File: src/rtl/debug_tx_sequencer.sv
`timescale 1ns/1ps
// Debug frame sequencer: snapshots PC/count, walks regfile then data memory, serializes each word MSB-first.
// Latency: first tx strobe 3 cycles after accept; next byte 1 cycle after tx done, next word 3 cycles after.
// Backpressure: every byte waits for i_tx_done; send requests while busy are dropped, never queued.

module debug_tx_sequencer #(
  parameter int NUM_REGS      = 32,
  parameter int NUM_MEM_WORDS = 16,
  parameter int MEM_ADDR_W    = 5
) (
  input  logic                  clk,
  input  logic                  rst,
  input  logic                  i_start_send,
  input  logic [31:0]           i_pc,
  input  logic [31:0]           i_clk_count,
  output logic [4:0]            o_reg_addr,
  input  logic [31:0]           i_reg_data,
  output logic [MEM_ADDR_W-1:0] o_mem_addr,
  input  logic [31:0]           i_mem_data,
  output logic [7:0]            o_tx_data,
  output logic                  o_tx_start,
  input  logic                  i_tx_done,
  output logic                  o_busy,
  output logic                  o_done_send
);

  // Frame layout: word 0 = PC, word 1 = count, then registers, then memory.
  localparam logic [7:0] REG_FIRST = 8'd2;
  localparam logic [7:0] MEM_FIRST = 8'(2 + NUM_REGS);
  localparam logic [7:0] LAST_WORD = 8'(1 + NUM_REGS + NUM_MEM_WORDS);

  typedef enum logic [2:0] {
    S_IDLE,
    S_ADDR,
    S_LOAD,
    S_SEND,
    S_WAIT,
    S_DONE
  } state_t;

  state_t                  state;
  state_t                  state_nxt;
  logic [31:0]             pc_snap;
  logic [31:0]             cnt_snap;
  logic [31:0]             shift_reg;
  logic [31:0]             load_word;
  logic [7:0]              word_idx;
  logic [7:0]              word_inc;
  logic [1:0]              byte_idx;
  logic [4:0]              reg_addr_nxt;
  logic [MEM_ADDR_W-1:0]   mem_addr_nxt;
  logic                    last_byte;
  logic                    last_word;

  assign word_inc  = word_idx + 8'd1;
  assign last_byte = (byte_idx == 2'd3);
  assign last_word = (word_idx >= LAST_WORD);
  assign o_tx_data = shift_reg[31:24];

  // Addresses for the next word, registered when the word index advances so they are valid during ADDR.
  always_comb begin
    reg_addr_nxt = '0;
    mem_addr_nxt = '0;
    if (word_inc >= REG_FIRST && word_inc < MEM_FIRST)
      reg_addr_nxt = 5'(word_inc - REG_FIRST);
    if (word_inc >= MEM_FIRST && word_inc <= LAST_WORD)
      mem_addr_nxt = MEM_ADDR_W'(word_inc - MEM_FIRST);
  end

  // Pick the source for the current word: snapshots first, then register file, then memory.
  always_comb begin
    load_word = i_mem_data;
    if (word_idx == 8'd0)
      load_word = pc_snap;
    else if (word_idx == 8'd1)
      load_word = cnt_snap;
    else if (word_idx < MEM_FIRST)
      load_word = i_reg_data;
  end

  // State register.
  always_ff @(posedge clk) begin
    if (rst)
      state <= S_IDLE;
    else
      state <= state_nxt;
  end

  // Next-state decode and strobes derived from the current state.
  always_comb begin
    state_nxt   = state;
    o_tx_start  = 1'b0;
    o_done_send = 1'b0;
    o_busy      = (state != S_IDLE);
    case (state)
      S_IDLE: if (i_start_send) state_nxt = S_ADDR;
      S_ADDR: state_nxt = S_LOAD;
      S_LOAD: state_nxt = S_SEND;
      S_SEND: begin
        o_tx_start = 1'b1;
        state_nxt  = S_WAIT;
      end
      S_WAIT: begin
        if (i_tx_done) begin
          if (!last_byte)
            state_nxt = S_SEND;
          else if (!last_word)
            state_nxt = S_ADDR;
          else
            state_nxt = S_DONE;
        end
      end
      S_DONE: begin
        o_done_send = 1'b1;
        state_nxt   = S_IDLE;
      end
      default: state_nxt = S_IDLE;
    endcase
  end

  // Datapath: snapshots at accept, word load, byte shifting and index/address advance.
  always_ff @(posedge clk) begin
    if (rst) begin
      pc_snap    <= '0;
      cnt_snap   <= '0;
      shift_reg  <= '0;
      word_idx   <= '0;
      byte_idx   <= '0;
      o_reg_addr <= '0;
      o_mem_addr <= '0;
    end else begin
      case (state)
        S_IDLE: begin
          if (i_start_send) begin
            pc_snap    <= i_pc;
            cnt_snap   <= i_clk_count;
            word_idx   <= '0;
            byte_idx   <= '0;
            o_reg_addr <= '0;
            o_mem_addr <= '0;
          end
        end
        S_LOAD: shift_reg <= load_word;
        S_WAIT: begin
          if (i_tx_done) begin
            if (!last_byte) begin
              shift_reg <= {shift_reg[23:0], 8'h00};
              byte_idx  <= byte_idx + 2'd1;
            end else if (!last_word) begin
              word_idx   <= word_inc;
              byte_idx   <= '0;
              o_reg_addr <= reg_addr_nxt;
              o_mem_addr <= mem_addr_nxt;
            end
          end
        end
        default: ;
      endcase
    end
  end

endmodule
File: config.mk
export PLATFORM = sky130hd
export DESIGN_NAME = debug_tx_sequencer
export DESIGN_NICKNAME = d
export VERILOG_FILES = /design/src/rtl/debug_tx_sequencer.sv
export SDC_FILE = /design/constraint.sdc
export NUM_CORES = 1
export LEC_CHECK = 0
export BUFFER_PORTS_ARGS = -buffer_cell sky130_fd_sc_hd__buf_2
export CORE_ASPECT_RATIO = 1.4
export CORE_MARGIN = 2
export CORE_UTILIZATION = 58
export CTS_CLUSTER_SIZE = 10
export DETAILED_ROUTE_END_ITERATION = 10
export PLACE_DENSITY = 0.94
export SYNTH_ARGS = -nofsm -noshare
export SYNTH_HDL_FRONTEND = slang
export SYNTH_SLANG_ARGS = --single-unit
export TNS_END_PERCENT = 20
File: constraint.sdc
create_clock -name clk -period 3.2 [get_ports clk]
set_input_delay 0.8 -clock clk [delete_from_list [all_inputs] [get_ports clk]]
set_output_delay 0.8 -clock clk [all_outputs]
set_load 0.01 [all_outputs]
==> key figures <==
Yosys
  • Synth area leader: dfxtp_1
  • Share of the synthesized area in the top cell type: 39.1%
  • Post-Syn Nets: 898
  • FFs w/ async S/R, synth: 0%
  • Syn avg cell area: 8.02 um2
  • Largest cells by area after synthesis: dfxtp_1 (39%), nand2_1 (13%), a21oi_1 (6.3%)
  • Sequential area share after synthesis: 39.1%
  • Post-synth cell types: 59
  • Ys Warns: 0
  • Most numerous cell in the Yosys netlist: nand2_1
  • Top FF cell, synth: dfxtp_1
  • Post-synthesis instance total: 760
  • Synth Register Bits: 119
  • Synth top cells by count: nand2_1 (210), dfxtp_1 (119), a21oi_1 (77), clkbuf_1 (48), o21ai_0 (39)
  • Post-Syn Area: 6090 um2
  • Post-synth EDFFs: 0

Global route
  • Total track usage: 31.8%
  • Total gr overflow: 0
  • Largest net degree at the start of global routing: 59
  • Vias in the first global route: 6108
  • Initial antenna violation count: 0
  • First-pass GRT wire length: 29200 um

Route
  • DR vias: 6230
  • DRT antenna net count: 0
  • Final WL: 18300 um
  • Drt pass-1 iters: 6
  • Drt drc: 0
  • DR WL/cell: 17.9 um
  • Number of DRC markers in iteration 0: 641
  • Via/cell ratio: 6.08

Place
  • Post-placement cell count: 992
  • DP Area: 6790 um2
  • Hpwl dp: 11600 um
  • GP Congestion: 0.859
  • Port Buf Inserts: 152

STA
  • Worst-Margin Slew: 1.24 ns
  • Fmax: 378 MHz
  • Rel. slew slack: 16.7%
  • Slew Limit Fails: 0
  • Unrepaired setup endpoints after global routing: no
  • Clk_skew: 0.00525 ns
  • Final setup fails: 0
  • Setup TNS: 0 ns
  • Tcrit/Tclk final: 82.8%
  • Final number of hold-violating endpoints: 0
  • Final min period: 2.65 ns

Critical path
  • Delay-heaviest family, CP: compound AO/OA/AOI/OAI gates
  • Critical Path RT: 3.50 ns
  • FF-to-FF Start: state[2]$_SDFFE_PP0P_
  • Type of origin of the critical path: register
  • Crit path launch: state[2]$_SDFFE_PP0P_
  • Max stage delay on crit path: 0.68 ns
  • Kind of critical path: register to register
  • CP max stage cell: dfxtp_1
  • CP Capture Type: register
  • Arr. time, crit path: 2.95 ns
  • Cell Chain, Critical Path: nand2_1, o31ai_1, nand2_1, o31ai_1
  • Crit-path max FO: 21
  • Buf/Inv on CP: 0

Die
  • Core ar.: 10300 um2
  • I/O pins: 153
  • Die Y: 125 um
  • Initial Util: 59.2%
  • Die ar.: 11400 um2
  • Placement row count: 44
  • Die X: 90.6 um

Clocking
  • H-tree depth: 4
  • Sink count of the clock tree: 119
  • Num CTS Buffers: 17
  • Setup Buffers After CTS: 0
  • Clk Tree Root Cell: clkbuf_16
  • CTS resizes: 0
  • Clock Latency Late Sink: 0.41 ns
  • Hold Buf Count CTS: 0
  • Reg clk slew, reported paths: 0.05 ns
  • Max Root-Sink Buffers: 2
  • TritonCTS clock tree: built

Pwr
  • Worst vdd ir: 0.453 mV
  • LEAKAGE: 3.06 nW
  • Pwr dens: 554 nW/um2

Run status
  • Status: completed

Layout
  • Register Area: 2380 um2
  • Post-route insts no fill: 1024
  • Fillers: 705
  • Diodes inserted: 0
  • Layout area overhead: 22.1%
  • Final Net Count: 1011
  • Footprint of the multi-input gates: 3340 um2
  • Design area: 7440 um2
  • Share of cells above drive strength 1: 27.7%

Run
  • MaxCap Viol Count: 0

Hold path
  • Hold path startpoint: cnt_snap[13]$_SDFFE_PP0P_
  • Hold/Removal Path Class: register to register
cells by family (layout without fill, tap and decap cells):
family | Yosys count | in the layout | share of synthesized area [%]
simple gates | 313 | 313 | 22.9
compound gates | 200 | 200 | 21.9
flops | 119 | 119 | 39.1
buf+inv | 79 | 205 | 6.49
mux | 37 | 37 | 7.58
fa+ha+maj | 6 | 6 | 1.23
xor+xnor | 6 | 6 | 0.862
stage by stage:
stage	worst slack (ns)	hold WS, ns	total power, mW	utilization (%)
floorplan	1.01	0.421	1.88	-
global placement	0.757	0.434	2.02	66.0
detailed placement	0.593	0.439	2.04	66.0
CTS	0.644	0.454	4.11	72.3
global route	0.459	0.470	4.23	72.3
finish	0.552	0.454	4.12	72.3
worst min-delay path: cells and delay by family (launching register included):
family | cells | cell delay [ns]
flops | 1 | 0.30
compound gates | 1 | 0.05
simple gates | 1 | 0.05
layout make-up:
class,instances,share of cell area (%)
clock buffers,24,6.88
clock inverters,8,1.88
inverters,5,0.252
multi-input cells,562,44.8
flip-flops and latches,119,32.0
well taps,138,2.32
repair buffers,168,11.8
layout by cell type, fill, tap and decap left out, drive strengths merged, types with 12 or more instances in the layout:
cell type,instances
nand2,211
buf,168
dfxtp,119
a21oi,77
o21ai,40
nor2,38
mux2,25
o31ai,24
clkbuf,24
a221oi,22
nor3b,12
nor2b,12
mux2i,12
routing by layer:
layer	GRT usage (%)	vias up	wire length, um
met5	0	-	0
met4	18.4	0	836
met3	6.45	84	1460
met2	56.5	393	9420
met1	35.0	2894	6620
li1	-	2859	-
final timing paths:
| path | end | slack, ns | cells past startpoint |
|---|---|---|---|
| worst max register to register | shift_reg[29]$_SDFFE_PP0P_ | 0.55 | 4 |
| worst min-delay path | cnt_snap[13]$_SDFFE_PP0P_ | 0.45 | 2 |
| worst max-delay path | shift_reg[29]$_SDFFE_PP0P_ | 0.55 | 4 |
| worst min register to register | cnt_snap[13]$_SDFFE_PP0P_ | 0.45 | 2 |
power by group:
| group | switching [mW] | internal [mW] | total, mW | leakage, nW |
|---|---|---|---|---|
| combinational | 0.253 | 0.177 | 0.430 | 1.76 |
| sequential | 0.0449 | 1.56 | 1.60 | 0.969 |
| clock | 0.668 | 1.42 | 2.09 | 0.326 |
Note: power is estimated with default switching activity, not from simulation.
